[src/rtl/reg_dump_reader_if.sv]
`default_nettype none
// ============================================================================
//  Module   : reg_dump_reader_if
//  Purpose  : Control, register-file read port and word-stream bundle of the
//             register dump reader.
//  Revision : 1.0 - initial release
// ============================================================================
interface reg_dump_reader_if #(
  parameter int DATA_W = 32,
  parameter int ADDR_W = 5
);
  logic              start;
  logic              abort;
  logic [ADDR_W-1:0] base_addr;
  logic [ADDR_W:0]   dump_len;
  logic [ADDR_W-1:0] rf_addr;
  logic [DATA_W-1:0] rf_data;
  logic [DATA_W-1:0] dout_data;
  logic              dout_valid;
  logic              dout_ready;
  logic              dout_last;
  logic              busy;
  logic              done;

  // master: the dump engine
  modport master (
    input  start, abort, base_addr, dump_len, rf_data, dout_ready,
    output rf_addr, dout_data, dout_valid, dout_last, busy, done
  );

  // slave: register file plus debug host
  modport slave (
    output start, abort, base_addr, dump_len, rf_data, dout_ready,
    input  rf_addr, dout_data, dout_valid, dout_last, busy, done
  );
endinterface
`default_nettype wire

[src/rtl/reg_dump_reader.sv]
`default_nettype none
// ============================================================================
//  Module   : reg_dump_reader
//  Purpose  : Walks a read address over a register-file block and streams each
//             captured word on a valid/ready port. Optional macro CHECKSUM_EN
//             appends an XOR checksum word after the register words.
//  Revision : 1.0 - initial release
// ============================================================================
module reg_dump_reader #(
  parameter int DATA_W = 32,
  parameter int ADDR_W = 5,
  parameter int N_REGS = 32
) (
  input  wire logic          clk,
  input  wire logic          rst_n,
  reg_dump_reader_if.master  io_bus
);

  typedef enum logic [2:0] {
    S_IDLE  = 3'd0,
    S_FETCH = 3'd1,
    S_SEND  = 3'd2,
    S_CSUM  = 3'd3,
    S_DONE  = 3'd4
  } state_t;

  localparam logic [ADDR_W:0]   C_NREGS     = (ADDR_W+1)'(N_REGS);
  localparam logic [ADDR_W-1:0] C_LAST_ADDR = ADDR_W'(N_REGS - 1);
  localparam logic [ADDR_W:0]   C_ONE       = (ADDR_W+1)'(1);

  state_t            r_state;
  logic [ADDR_W-1:0] r_addr;
  logic [ADDR_W:0]   r_rem;
  logic [DATA_W-1:0] r_data;
  logic              r_valid;
  logic              r_last;
  logic              r_busy;
  logic              r_done;
`ifdef CHECKSUM_EN
  logic [DATA_W-1:0] r_csum;
`endif

  logic [ADDR_W:0]   w_len_clip;
  logic [ADDR_W-1:0] w_addr_next;

  assign w_len_clip  = (io_bus.dump_len > C_NREGS) ? C_NREGS : io_bus.dump_len;
  assign w_addr_next = (r_addr == C_LAST_ADDR) ? '0 : r_addr + 1'b1;

  // The latched walk address drives the read port directly, so it only moves
  // when a new word is about to be fetched.
  assign io_bus.rf_addr    = r_addr;
  assign io_bus.dout_data  = r_data;
  assign io_bus.dout_valid = r_valid;
  assign io_bus.dout_last  = r_last;
  assign io_bus.busy       = r_busy;
  assign io_bus.done       = r_done;

  always_ff @(posedge clk or negedge rst_n) begin
    if (!rst_n) begin
      r_state <= S_IDLE;
      r_addr  <= '0;
      r_rem   <= '0;
      r_data  <= '0;
      r_valid <= 1'b0;
      r_last  <= 1'b0;
      r_busy  <= 1'b0;
      r_done  <= 1'b0;
`ifdef CHECKSUM_EN
      r_csum  <= '0;
`endif
    end else if (io_bus.abort && (r_state != S_IDLE)) begin
      r_state <= S_IDLE;
      r_valid <= 1'b0;
      r_last  <= 1'b0;
      r_busy  <= 1'b0;
      r_done  <= 1'b0;
    end else begin
      case (r_state)
        S_IDLE: begin
          r_done <= 1'b0;
          if (io_bus.start) begin
            r_busy <= 1'b1;
            if (io_bus.dump_len == '0) begin
              r_state <= S_DONE;
              r_done  <= 1'b1;
            end else begin
              r_addr  <= io_bus.base_addr;
              r_rem   <= w_len_clip;
`ifdef CHECKSUM_EN
              r_csum  <= '0;
`endif
              r_state <= S_FETCH;
            end
          end
        end

        S_FETCH: begin
          r_data  <= io_bus.rf_data;
          r_valid <= 1'b1;
`ifdef CHECKSUM_EN
          r_last  <= 1'b0;
`else
          r_last  <= (r_rem == C_ONE);
`endif
          r_state <= S_SEND;
        end

        S_SEND: begin
          if (r_valid && io_bus.dout_ready) begin
            r_valid <= 1'b0;
            r_last  <= 1'b0;
`ifdef CHECKSUM_EN
            r_csum  <= r_csum ^ r_data;
`endif
            if (r_rem == C_ONE) begin
`ifdef CHECKSUM_EN
              // Checksum word is presented straight away, including this word.
              r_data  <= r_csum ^ r_data;
              r_valid <= 1'b1;
              r_last  <= 1'b1;
              r_state <= S_CSUM;
`else
              r_done  <= 1'b1;
              r_state <= S_DONE;
`endif
            end else begin
              r_addr  <= w_addr_next;
              r_rem   <= r_rem - C_ONE;
              r_state <= S_FETCH;
            end
          end
        end

`ifdef CHECKSUM_EN
        S_CSUM: begin
          if (r_valid && io_bus.dout_ready) begin
            r_valid <= 1'b0;
            r_last  <= 1'b0;
            r_done  <= 1'b1;
            r_state <= S_DONE;
          end
        end
`endif

        S_DONE: begin
          r_done  <= 1'b0;
          r_busy  <= 1'b0;
          r_state <= S_IDLE;
        end

        default: begin
          r_valid <= 1'b0;
          r_last  <= 1'b0;
          r_busy  <= 1'b0;
          r_done  <= 1'b0;
          r_state <= S_IDLE;
        end
      endcase
    end
  end

endmodule
`default_nettype wire

[src/flat_wrapper.sv]
// flat-port wrapper written by rule: the top's interface ports become plain ports
module reg_dump_reader_flat 
#(
  parameter int DATA_W = 32,
  parameter int ADDR_W = 5,
  parameter int N_REGS = 32
)
  (clk, rst_n, io_bus_start, io_bus_abort, io_bus_base_addr, io_bus_dump_len, io_bus_rf_data, io_bus_dout_ready, io_bus_rf_addr, io_bus_dout_data, io_bus_dout_valid, io_bus_dout_last, io_bus_busy, io_bus_done);
  reg_dump_reader_if #(.DATA_W(DATA_W), .ADDR_W(ADDR_W)) io_bus_i ();
  input  wire logic clk;
  input  wire logic rst_n;
  input wire logic [$bits(io_bus_i.start)-1:0] io_bus_start;
  input wire logic [$bits(io_bus_i.abort)-1:0] io_bus_abort;
  input wire logic [$bits(io_bus_i.base_addr)-1:0] io_bus_base_addr;
  input wire logic [$bits(io_bus_i.dump_len)-1:0] io_bus_dump_len;
  input wire logic [$bits(io_bus_i.rf_data)-1:0] io_bus_rf_data;
  input wire logic [$bits(io_bus_i.dout_ready)-1:0] io_bus_dout_ready;
  output wire logic [$bits(io_bus_i.rf_addr)-1:0] io_bus_rf_addr;
  output wire logic [$bits(io_bus_i.dout_data)-1:0] io_bus_dout_data;
  output wire logic [$bits(io_bus_i.dout_valid)-1:0] io_bus_dout_valid;
  output wire logic [$bits(io_bus_i.dout_last)-1:0] io_bus_dout_last;
  output wire logic [$bits(io_bus_i.busy)-1:0] io_bus_busy;
  output wire logic [$bits(io_bus_i.done)-1:0] io_bus_done;
  assign io_bus_i.start = io_bus_start;
  assign io_bus_i.abort = io_bus_abort;
  assign io_bus_i.base_addr = io_bus_base_addr;
  assign io_bus_i.dump_len = io_bus_dump_len;
  assign io_bus_i.rf_data = io_bus_rf_data;
  assign io_bus_i.dout_ready = io_bus_dout_ready;
  assign io_bus_rf_addr = io_bus_i.rf_addr;
  assign io_bus_dout_data = io_bus_i.dout_data;
  assign io_bus_dout_valid = io_bus_i.dout_valid;
  assign io_bus_dout_last = io_bus_i.dout_last;
  assign io_bus_busy = io_bus_i.busy;
  assign io_bus_done = io_bus_i.done;
  reg_dump_reader #(.DATA_W(DATA_W), .ADDR_W(ADDR_W), .N_REGS(N_REGS)) u_core (.clk(clk), .rst_n(rst_n), .io_bus(io_bus_i));
endmodule
[config.mk]
export PLATFORM = sky130hd
export DESIGN_NAME = reg_dump_reader_flat
export DESIGN_NICKNAME = d
export VERILOG_FILES = /design/src/rtl/reg_dump_reader_if.sv /design/src/rtl/reg_dump_reader.sv /design/src/flat_wrapper.sv
export SDC_FILE = /design/constraint.sdc
export NUM_CORES = 1
export LEC_CHECK = 0
export CAP_MARGIN = 20
export CORE_AREA = 2 2 67 82
export CTS_BUF_LIST = sky130_fd_sc_hd__clkbuf_2 sky130_fd_sc_hd__clkbuf_4 sky130_fd_sc_hd__clkbuf_8
export DETAILED_ROUTE_END_ITERATION = 10
export DIE_AREA = 0 0 69 84
export PLACE_DENSITY = 0.86
export SLEW_MARGIN = 20
export SYNTH_ARGS = -nofsm -noshare
export SYNTH_HDL_FRONTEND = slang
export SYNTH_SLANG_ARGS = --single-unit
[constraint.sdc]
create_clock -name clk -period 3.5 [get_ports clk]
set_input_delay 0.7 -clock clk [delete_from_list [all_inputs] [get_ports clk]]
set_output_delay 0.7 -clock clk [all_outputs]
set_load 0.05 [all_outputs]
==> out/metrics.yaml, run 1 <==
clocking:
  numCtsBuffers: 5
  root_buffer: "clkbuf_8"
  cts_buffer_depth: 2
  cts_resized: 0
  htree_levels: 2
  hold_buffers: 0
  clkLatencyLatePin_ns: 0.30
  cts_tree: "yes"
  clkTransAtPathRegs_ns: 0.09
  clock_sinks: 50
  post_cts_buffers: 0
die:
  core.rowCount: 29
  pin_count: 89
  dieHeight_um: 84
  design.core.area_mm2: 0.00508
  start_util_pct: 47.9
  dieArea_mm2: 0.00580
  die_x_um: 69
worst_setup_path:
  worstPathRequired_ns: 3.69
  cp-end-kind: "register"
  cpMaxStageDelayCell: "clkdlybuf4s50_1"
  r2r_end: "u_core.io_bus.done"
  crit_path_end: "u_core.r_rem[1]"
  critPathKind: "input port to register"
  r2r_cells: 6
  timing.rr.start: "u_core.r_rem[1]"
  cp_cell_sequence: "clkdlybuf4s50_1 > a211o_1 > a211oi_4 > nor2_4 > inv_4 > mux2_4"
  worstPathMaxFanout: 9
  cp.arrival_ns: 2.54
  critPathMaxStageDelay_ns: 0.55
  cp-startpoint: "io_bus_abort"
  startpoint_type: "input port"
  rrSetupSlack_ns: 1.43
yosys:
  yosysUniqueCellTypes: 48
  syn_inst: 199
  synth_edf_count: 0
  yosysTopAreaCell: "dfrtp_1"
  syn_area_mm2: 0.00243
  ys_seq_area_share_pct: 51.4
  synth_top_cell_area_share_pct: 51.4
  avgSynthCellArea_um2: 12.2
  ys.flop_type: "dfrtp_1"
  async_flop_share_pct: 100
  synth.area.top_cells: "dfrtp_1 (51%), mux2_2 (14%), a21oi_1 (2.5%), ha_1 (2.1%), o21ai_0 (1.9%)"
  syn_nets: 251
  synth.ff_latch_count: 50
  ys_warn_count: 0
global_routing:
  grt_pass1_vias: 1958
  global_route.usage.total_pct: 19.3
  antenna_found_initial: 0
  grt_max_degree: 51
  grt-ovfl-total: 0
  grt_pass1_wl_um: 9040
sta:
  min_period_ns: 2.35
  worst_slew_pin_slew_ns: 0.608
  maxClockFrequency_mhz: 426
  fin_tns_setup_ns: 0
  slew_violations: 0
  period_share_pct: 67.1
  rsz0062_at_grt: "false"
  final_hold_viol_count: 0
  max_slew_margin_pct: 59.5
  timing.final.ws_setup_ns: 1.15
  finalSetupViolCount: 0
  finalClockSkew_ns: 0.00476
route:
  wl_per_cell_um: 15.3
  vias: 1911
  drtPass1Iterations: 4
  route.detailed.drc: 0
  drt_iter0_drc: 76
  wl_um: 5330
  via_per_inst: 5.49
  ant_nets: 0
layout:
  finalInstanceArea_mm2: 0.00344
  drive_gt1_share_pct: 19.6
  layoutNonFillerInstCount: 348
  fin_nets: 337
  area_delta_synth_final_pct: 41.4
  final_cell_mix: "clkdlybuf4s50_1 (87), dfrtp_1 (50), mux2_2 (31)"
  final_common_cell: "clkdlybuf4s50_1"
  diodes: 0
placement:
  io_buffers: 88
  placed_cell_area_mm2: 0.00333
  dp_cells: 340
  dp_hpwl_um: 3990
  pre_cts_slack_ns: 0.862
  gp_congestion: 0.776
status:
  status: "finished clean"
pwr:
  p_per_area_mw_per_mm2: 1040
  leakagePower_nw: 1.42
  power_w: 0.00357
  ir_worst_vdd_mv: 0.472
hold_path:
  worst_hold_path_type: "input port to asynchronous set/reset pin"
job:
  maxCapViolCount: 0
## synth_stat cells (4+ instances only)
master	instances
dfrtp_1	50
inv_1	6
mux2_2	31
nor2_1	8
nor3_1	5
nand2_1	8
buf_4	6
o21ai_0	9
ha_1	4
a21oi_1	12
## through the flow
stage	hold WS, ns	utilization [%]
global placement	0.470	65.5
CTS	0.498	67.7
global route	0.458	67.8
finish	0.406	67.8
detailed placement	0.479	65.5
floorplan	0.404	-
## area by class of cell
type / instances / area (um2)
inverters: 7 / 28.8
well taps: 62 / 77.6
fillers: 393 / 1640
repair buffers: 89 / 886
clock inverters: 1 / 30.0
flip-flops and latches: 50 / 1250
multi-input cells: 132 / 1080
clock buffers: 7 / 83.8
## cell families after synthesis
| logic type | share of synthesized area (%) |
|---|---|
| compound gates | 13.8 |
| flops | 51.4 |
| buf+inv | 4.01 |
| fa+ha+maj | 2.06 |
| simple gates | 11.8 |
| mux | 16.9 |
## flip-flops by register name, summed over array words and instances, names as in the netlist
name,cells
u_core.io_bus.dout_data,32
u_core.r_rem,6
u_core.io_bus.rf_addr,5
u_core.r_state,3
u_core.io_bus.busy,1
u_core.io_bus.done,1
u_core.io_bus.dout_last,1
u_core.io_bus.dout_valid,1
## where the power goes
part	total, W	internal [W]	switching (W)
logic	0.00211	0.000823	0.00128
registers	0.00106	0.000853	0.000204
clock network	0.000411	0.000229	0.000182
total	0.00357	0.00190	0.00167
## worst min-delay path by stage
stage / start / end
after CTS: u_core.io_bus.done / u_core.io_bus.done
after global routing: rst_n / u_core.io_bus.dout_data[2]
final: rst_n / u_core.io_bus.dout_data[4]
after floorplan: rst_n / u_core.io_bus.busy
after global placement: u_core.io_bus.dout_data[0] / u_core.io_bus.dout_data[0]
after detailed placement: u_core.io_bus.done / u_core.io_bus.done
## critical path, delay by kind of cell
family	cells	cell delay [ns]
AOI/OAI and AO/OA	2	0.75
buffers and inverters	2	0.66
muxes	1	0.30
and+or+nand+nor	1	0.13
## per-layer routing
metal | track usage [%] | part of all wire, %
met2 | 34.5 | 52
met1 | 21.7 | 39
met4 | 8.02 | 2.9
met3 | 4.83 | 6.2
met5 | 0 | 0
Note: power is estimated with default switching activity, not from simulation.
==> inputs of run 2 (changes only) <==
--- a/config.mk
+++ b/config.mk
@@ -6,11 +6,11 @@
 export NUM_CORES = 1
 export LEC_CHECK = 0
 export CAP_MARGIN = 20
-export CORE_AREA = 2 2 67 82
+export CORE_AREA = 2 2 73 89
 export CTS_BUF_LIST = sky130_fd_sc_hd__clkbuf_2 sky130_fd_sc_hd__clkbuf_4 sky130_fd_sc_hd__clkbuf_8
 export DETAILED_ROUTE_END_ITERATION = 10
-export DIE_AREA = 0 0 69 84
-export PLACE_DENSITY = 0.86
+export DIE_AREA = 0 0 75 91
+export PLACE_DENSITY = 0.77
 export SLEW_MARGIN = 20
 export SYNTH_ARGS = -nofsm -noshare
 export SYNTH_HDL_FRONTEND = slang
==> constraint.sdc (replaced) <==
create_clock -name clk -period 1.92 [get_ports clk]
set_input_delay 0.384 -clock clk [delete_from_list [all_inputs] [get_ports clk]]
set_output_delay 0.384 -clock clk [all_outputs]
set_load 0.05 [all_outputs]
==> run 2 against run 1 <==
  * Wire length grew 7.1%
  * Via count grew 2.4%
  * Clock power grew 82%
  * Core utilization shrank 5.8 points
  * Combinational power grew 93%
  * Clock-buffer cell count shrank 1
  * Setup slack lost 1.1 ns
  * Critical path depth is the same
  * Sequential share of layout area shrank 2.3 points
  * Clock skew grew 0.0054 ns
  * Cell count grew 13%
  * Final area grew 6.8%
==> out/metrics.yaml, run 2 (same netlist as run 1, synthesis figures left out) <==
sta:
  min_period_ns: 1.89
  final_hold_viol_count: 0  # unchanged
  maxClockFrequency_mhz: 528
  slew_violations: 0  # unchanged
  rsz0062_at_grt: "true"
  period_share_pct: 98.6
  max_slew_margin_pct: 65.6  # +6.1 points
  finalClockSkew_ns: 0.0102  # +0.00542 ns
  worst_slew_pin_slew_ns: 0.514  # -0.0936 ns
  fin_tns_setup_ns: 0  # unchanged
  timing.final.ws_setup_ns: 0.0261  # -1.12 ns
  finalSetupViolCount: 0  # unchanged
route:
  ant_nets: 0  # unchanged
  drt-met1-wl_um: 2330  # +13%
  wl_per_cell_um: 14.6  # -4.9%
  vias: 1957  # +2.4%
  top_layer: "met4"
  route.met3.wl_um: 322  # -2.7%
  via_per_inst: 4.99  # -9.1%
  route.detailed.drc: 0  # unchanged
  met2_length_um: 2980  # +7.7%
  drtPass1Iterations: 4  # unchanged
  wl_um: 5710  # +7.1%
  drt_iter0_drc: 81  # +6.6%
layout:
  largest_reg_flops: 32  # unchanged
  drive_gt1_share_pct: 30.0  # +10 points
  area_delta_synth_final_pct: 51.1
  diodes: 0  # unchanged
  fillerInstances: 488  # +24%
  layoutNonFillerInstCount: 392  # +13%
  final_common_cell: "clkdlybuf4s50_1"
  final_cell_mix: "clkdlybuf4s50_1 (79), dfrtp_1 (50), buf_4 (33)"
  fin_nets: 362  # +7.4%
  finalInstanceArea_mm2: 0.00368  # +6.8%
clocking:
  numCtsBuffers: 5  # unchanged
  root_buffer: "clkbuf_8"
  htree_levels: 2  # unchanged
  cts_tree: "yes"
  clkTransAtPathRegs_ns: 0.09  # about the same
  clock_sinks: 50  # unchanged
  clkLatencyLatePin_ns: 0.30  # about the same
  cts_buffer_depth: 2  # unchanged
worst_setup_path:
  critPathKind: "register to register"
  critPathMaxStageDelay_ns: 0.40  # -0.15 ns
  cp.arrival_ns: 2.08  # -0.46 ns
  worstPathMaxFanout: 3  # -6
  startpoint_type: "register"
  cp-end-kind: "register"
  cp_cell_sequence: "inv_2 > ha_4 > or3b_4 > or2_4 > o311ai_4 > mux2_4"
  cpMaxStageDelayCell: "dfrtp_1"
  worstPathRequired_ns: 2.11  # -1.58 ns
placement:
  io_buffers: 88  # unchanged
  dp_cells: 382  # +12%
  pre_cts_slack_ns: -0.232  # -1.09 ns
  placed_cell_area_mm2: 0.00351  # +5.5%
  dp_hpwl_um: 4280  # +7.2%
  gp_congestion: 0.808  # +4.0%
pwr:
  switchingPower_w: 0.00312  # +87%
  seqPwrFrac_pct: 28.5  # -1.1 points
  p_per_area_mw_per_mm2: 1840  # +77%
  leakagePower_nw: 1.56  # +9.8%
  p_comb_share_pct: 60.4  # +1.5 points
  ir_worst_vdd_mv: 0.837  # +77%
  power_w: 0.00676  # +89%
  intPower_w: 0.00364  # +91%
  p_sw_share_pct: 46.1  # -0.55 points
  p_clk_share_pct: 11.1  # -0.4 points
hold_path:
  worst_hold_path_type: "input port to asynchronous set/reset pin"
die:
  start_util_pct: 41.0  # -6.9 points
  dieHeight_um: 91  # +8.3%
  dieArea_mm2: 0.00683  # +18%
  core.rowCount: 31  # +6.9%
  design.core.area_mm2: 0.00593  # +17%
  die_x_um: 75  # +8.7%
  pin_count: 89  # unchanged
global_routing:
  grt_pass1_wl_um: 8930  # -1.2%
  grt-ovfl-total: 0  # unchanged
  global_route.usage.total_pct: 16.8  # -2.6 points
  grt_pass1_vias: 1949  # -0.46%
  antenna_found_initial: 0  # unchanged
  grt_max_degree: 33  # -35%
status:
  status: "finished clean"
job:
  maxCapViolCount: 0  # unchanged
run 2: metal layers:
metal | GRT usage (%) | up-vias
met5 | 0 | -
met4 | 4.76 | 0
met3 | 3.88 | 8
met2 | 30.1 | 62
met1 | 19.1 | 944
li1 | - | 943
run 2: cell type report:
| type | count | area (um2) | area share [%] |
|---|---|---|---|
| Clock buffer | 6 | 82.6 | 2.25 |
| Clock inverter | 1 | 30.0 | 0.817 |
| Inverter | 7 | 28.8 | 0.783 |
| Multi-Input combinational cell | 132 | 1120 | 30.4 |
| Sequential cell | 50 | 1250 | 34.0 |
| Tap cell | 82 | 103 | 2.79 |
| Timing Repair Buffer | 114 | 1060 | 28.9 |
run 2: worst paths after layout:
check                           depth (start not counted)  slack [ns]                     endpoint                  startpoint
worst max-delay path                                    6        0.03           u_core.io_bus.done             u_core.r_rem[1]
worst min-delay path                                    1        0.03  u_core.io_bus.dout_data[27]                       rst_n
worst max register to register                          6        0.03           u_core.io_bus.done             u_core.r_rem[1]
worst min register to register                          1        0.50   u_core.io_bus.dout_data[0]  u_core.io_bus.dout_data[0]
max in group asynchronous                               2        1.31      u_core.io_bus.dout_last                       rst_n
min in group clk                                        1        0.50   u_core.io_bus.dout_data[0]  u_core.io_bus.dout_data[0]
run 2: power groups by stage:
stage                     sequential [W]  combinational, W  clock (W)
after floorplan                  0.00335           0.00123          0
after global placement           0.00191           0.00396          0
after detailed placement         0.00193           0.00403          0
after CTS                        0.00191           0.00406   0.000771
after global routing             0.00200           0.00431   0.000802
final                            0.00193           0.00408   0.000747
run 2: timing repair:
item,CTS,global route
endpoints found under the setup margin,1,35
buffers inserted,0,3
hold buffers,0,0
pin swaps,1,3
resized for setup,3,4
run 2: critical path: cells and delay by family, from the launching register on:
kind	cells	cell delay, ns
multiplexers	1	0.32
AO/OA/AOI/OAI	1	0.23
flip-flops	1	0.40
buffers and inverters	1	0.09
AND/OR/NAND/NOR	2	0.64
adder cells (fa/ha/maj)	1	0.12
run 2: stage by stage:
| stage | hold slack [ns] | utilization, % |
|---|---|---|
| finish | 0.0261 | 62.0 |
| global placement | 0.359 | 59.1 |
| CTS | 0.0335 | 61.2 |
| floorplan | 0.0884 | - |
| detailed placement | 0.357 | 59.1 |
| global route | 0.0616 | 62.0 |
==> inputs of run 3 (changes only) <==
--- a/config.mk
+++ b/config.mk
@@ -6,11 +6,11 @@
 export NUM_CORES = 1
 export LEC_CHECK = 0
 export CAP_MARGIN = 20
-export CORE_AREA = 2 2 73 89
+export CORE_AREA = 2 2 83 101
 export CTS_BUF_LIST = sky130_fd_sc_hd__clkbuf_2 sky130_fd_sc_hd__clkbuf_4 sky130_fd_sc_hd__clkbuf_8
 export DETAILED_ROUTE_END_ITERATION = 10
-export DIE_AREA = 0 0 75 91
-export PLACE_DENSITY = 0.77
+export DIE_AREA = 0 0 85 103
+export PLACE_DENSITY = 0.62
 export SLEW_MARGIN = 20
 export SYNTH_ARGS = -nofsm -noshare
 export SYNTH_HDL_FRONTEND = slang
==> run 3 against run 2 <==
  * Clock skew shrank 0.0052 ns
  * Setup slack got worse by 0.012 ns
  * Non-clock buffer count rose by 2
  * Final area up 0.41%
  * Flip-flop and latch count is the same
  * Clock power fell by 12%
  * Clock-buffer cell count stayed put
  * Cell count is 4.1% higher
  * Sequential power about the same
  * Worst hold slack gained 0.0091 ns
  * Register-to-register slack barely moved
  * Highest routed layer unchanged
  * Critical path depth unchanged
==> out/metrics.yaml, run 3 (same netlist as run 1, synthesis figures left out) <==
status:
  status: "finished clean"
clocking:
  htree_levels: 2  # unchanged
  clkTransAtPathRegs_ns: 0.09  # about the same
  clkLatencyLatePin_ns: 0.29  # about the same
  clock_sinks: 50  # unchanged
  hold_buffers: 0  # unchanged
  post_cts_buffers: 0  # unchanged
  cts_buffer_depth: 2  # unchanged
  numCtsBuffers: 5  # unchanged
  cts_tree: "yes"
  root_buffer: "clkbuf_8"
sta:
  rsz0062_at_grt: "true"
  fin_tns_setup_ns: 0  # unchanged
  finalClockSkew_ns: 0.00498  # -0.00520 ns
  max_slew_margin_pct: 65.5  # -0.15 points
  slew_violations: 0  # unchanged
  finalSetupViolCount: 0  # unchanged
  hold_slack_ns: 0.0352  # +0.00913 ns
  final_hold_viol_count: 0  # unchanged
  worst_slew_pin_slew_ns: 0.517  # +0.00307 ns
  timing.final.ws_setup_ns: 0.0141  # -0.0120 ns
  maxClockFrequency_mhz: 525  # -0.63%
  min_period_ns: 1.91  # +0.0120 ns
  period_share_pct: 99.3  # +0.62 points
layout:
  largest_reg_flops: 32  # unchanged
  fin_nets: 364  # +0.55%
  drive_gt1_share_pct: 31.6  # +1.6 points
  area_delta_synth_final_pct: 51.7
  final_cell_mix: "clkdlybuf4s50_1 (72), dfrtp_1 (50), buf_4 (39)"
  final_common_cell: "clkdlybuf4s50_1"
  diodes: 0  # unchanged
  utilization_pct: 46.8  # -15 points
placement:
  gp_congestion: 0.818  # +1.3%
  pre_cts_slack_ns: -0.198  # +0.0338 ns
  dp_hpwl_um: 4440  # +3.6%
  io_buffers: 88  # unchanged
route:
  via_per_inst: 4.80  # -3.9%
  drt_iter0_drc: 54  # -33%
  ant_nets: 0  # unchanged
  wl_um: 5840  # +2.3%
  wl_per_cell_um: 14.3  # -1.7%
  route.detailed.drc: 0  # unchanged
  drtPass1Iterations: 4  # unchanged
  vias: 1958  # +0.051%
global_routing:
  grt-ovfl-total: 0  # unchanged
  grt_pass1_vias: 2018  # +3.5%
  antenna_found_initial: 0  # unchanged
  grt_pass1_wl_um: 9730  # +9.0%
  grt_max_degree: 33  # unchanged
  global_route.usage.total_pct: 13.9  # -2.9 points
die:
  dieArea_mm2: 0.00876  # +28%
  start_util_pct: 30.9  # -10 points
  dieHeight_um: 103  # +13%
  core.rowCount: 36  # +16%
  pin_count: 89  # unchanged
  die_x_um: 85  # +13%
  design.core.area_mm2: 0.00788  # +33%
job:
  maxCapViolCount: 0  # unchanged
worst_setup_path:
  cp_cell_sequence: "inv_2 > ha_4 > or3b_4 > or2_4 > o311ai_4 > mux2_4"
  cp.arrival_ns: 2.09  # about the same
  worstPathMaxFanout: 3  # unchanged
  worstPathRequired_ns: 2.10  # about the same
  timing.rr.start: "u_core.r_rem[1]"
  rrSetupSlack_ns: 0.01  # about the same
  cp_top_family: "simple AND/OR/NAND/NOR gates"
  critPathBufInv: 1  # unchanged
  cp-end-kind: "register"
  startpoint_type: "register"
  cpMaxStageDelayCell: "dfrtp_1"
  cp-startpoint: "u_core.r_rem[1]"
  r2r_end: "u_core.io_bus.done"
  crit_path_end: "u_core.io_bus.done"
  r2r_cells: 6  # unchanged
  critical_path_depth: 6  # unchanged
  critPathMaxStageDelay_ns: 0.40  # about the same
  critPathKind: "register to register"
pwr:
  p_per_area_mw_per_mm2: 1800  # -2.1%
  leakagePower_nw: 1.59  # +1.9%
  power_w: 0.00664  # -1.7%
  ir_worst_vdd_mv: 0.914  # +9.3%
hold_path:
  worst_hold_path_type: "input port to asynchronous set/reset pin"
-- run 3: worst min-delay path by stage --
stage | from | end | slack [ns] | depth (start not counted)
after floorplan | rst_n | u_core.io_bus.busy | 0.09 | 0
after global placement | rst_n | u_core.r_state[0] | 0.37 | 1
after detailed placement | rst_n | u_core.r_state[0] | 0.38 | 1
after CTS | rst_n | u_core.io_bus.dout_data[28] | 0.04 | 1
after global routing | rst_n | u_core.io_bus.dout_data[27] | 0.05 | 1
final | rst_n | u_core.r_state[0] | 0.04 | 1
-- run 3: what timing repair did --
action                                  4_1_cts  5_1_grt
cloned                                        0        0
endpoints found under the setup margin        1        5
resized for setup                             2        5
pin swaps                                     1        0
-- run 3: worst register-to-register path: cells and delay by family (launching register included) --
kind | cells | cell delay [ns]
and+or+nand+nor | 2 | 0.65
DFF | 1 | 0.40
muxes | 1 | 0.32
AOI/OAI and AO/OA | 1 | 0.23
adders and majority gates | 1 | 0.12
buffers and inverters | 1 | 0.08
-- run 3: report_power, final --
part | leakage (nW) | switching, W | total, W | internal [W]
sequential | 0.602 | 0.000344 | 0.00190 | 0.00155
clock | 0.0478 | 0.000362 | 0.000659 | 0.000297
combinational | 0.936 | 0.00243 | 0.00409 | 0.00166
-- run 3: area by class of cell --
| cell class | instances | area, um2 |
|---|---|---|
| timing repair buffer | 116 | 1080 |
| fill | 757 | 4190 |
| sequential | 50 | 1250 |
| inverter | 7 | 28.8 |
| multi-input combinational | 132 | 1110 |
| clock inverter | 2 | 16.3 |
| tap | 95 | 119 |
| clock buffer | 6 | 82.6 |
-- run 3: metrics by stage --
step,cell area [um2],instances
floorplan,2430,199
global placement,3560,400
detailed placement,3560,400
CTS,3670,408
global route,3690,408
finish,3690,408
-- run 3: layer usage --
metal  global-route usage [%]  part of all wire (%)
met1                     17.8                    43
met2                     23.8                    53
met3                     2.48                   3.8
met4                     4.52                  0.94
met5                        0                     0
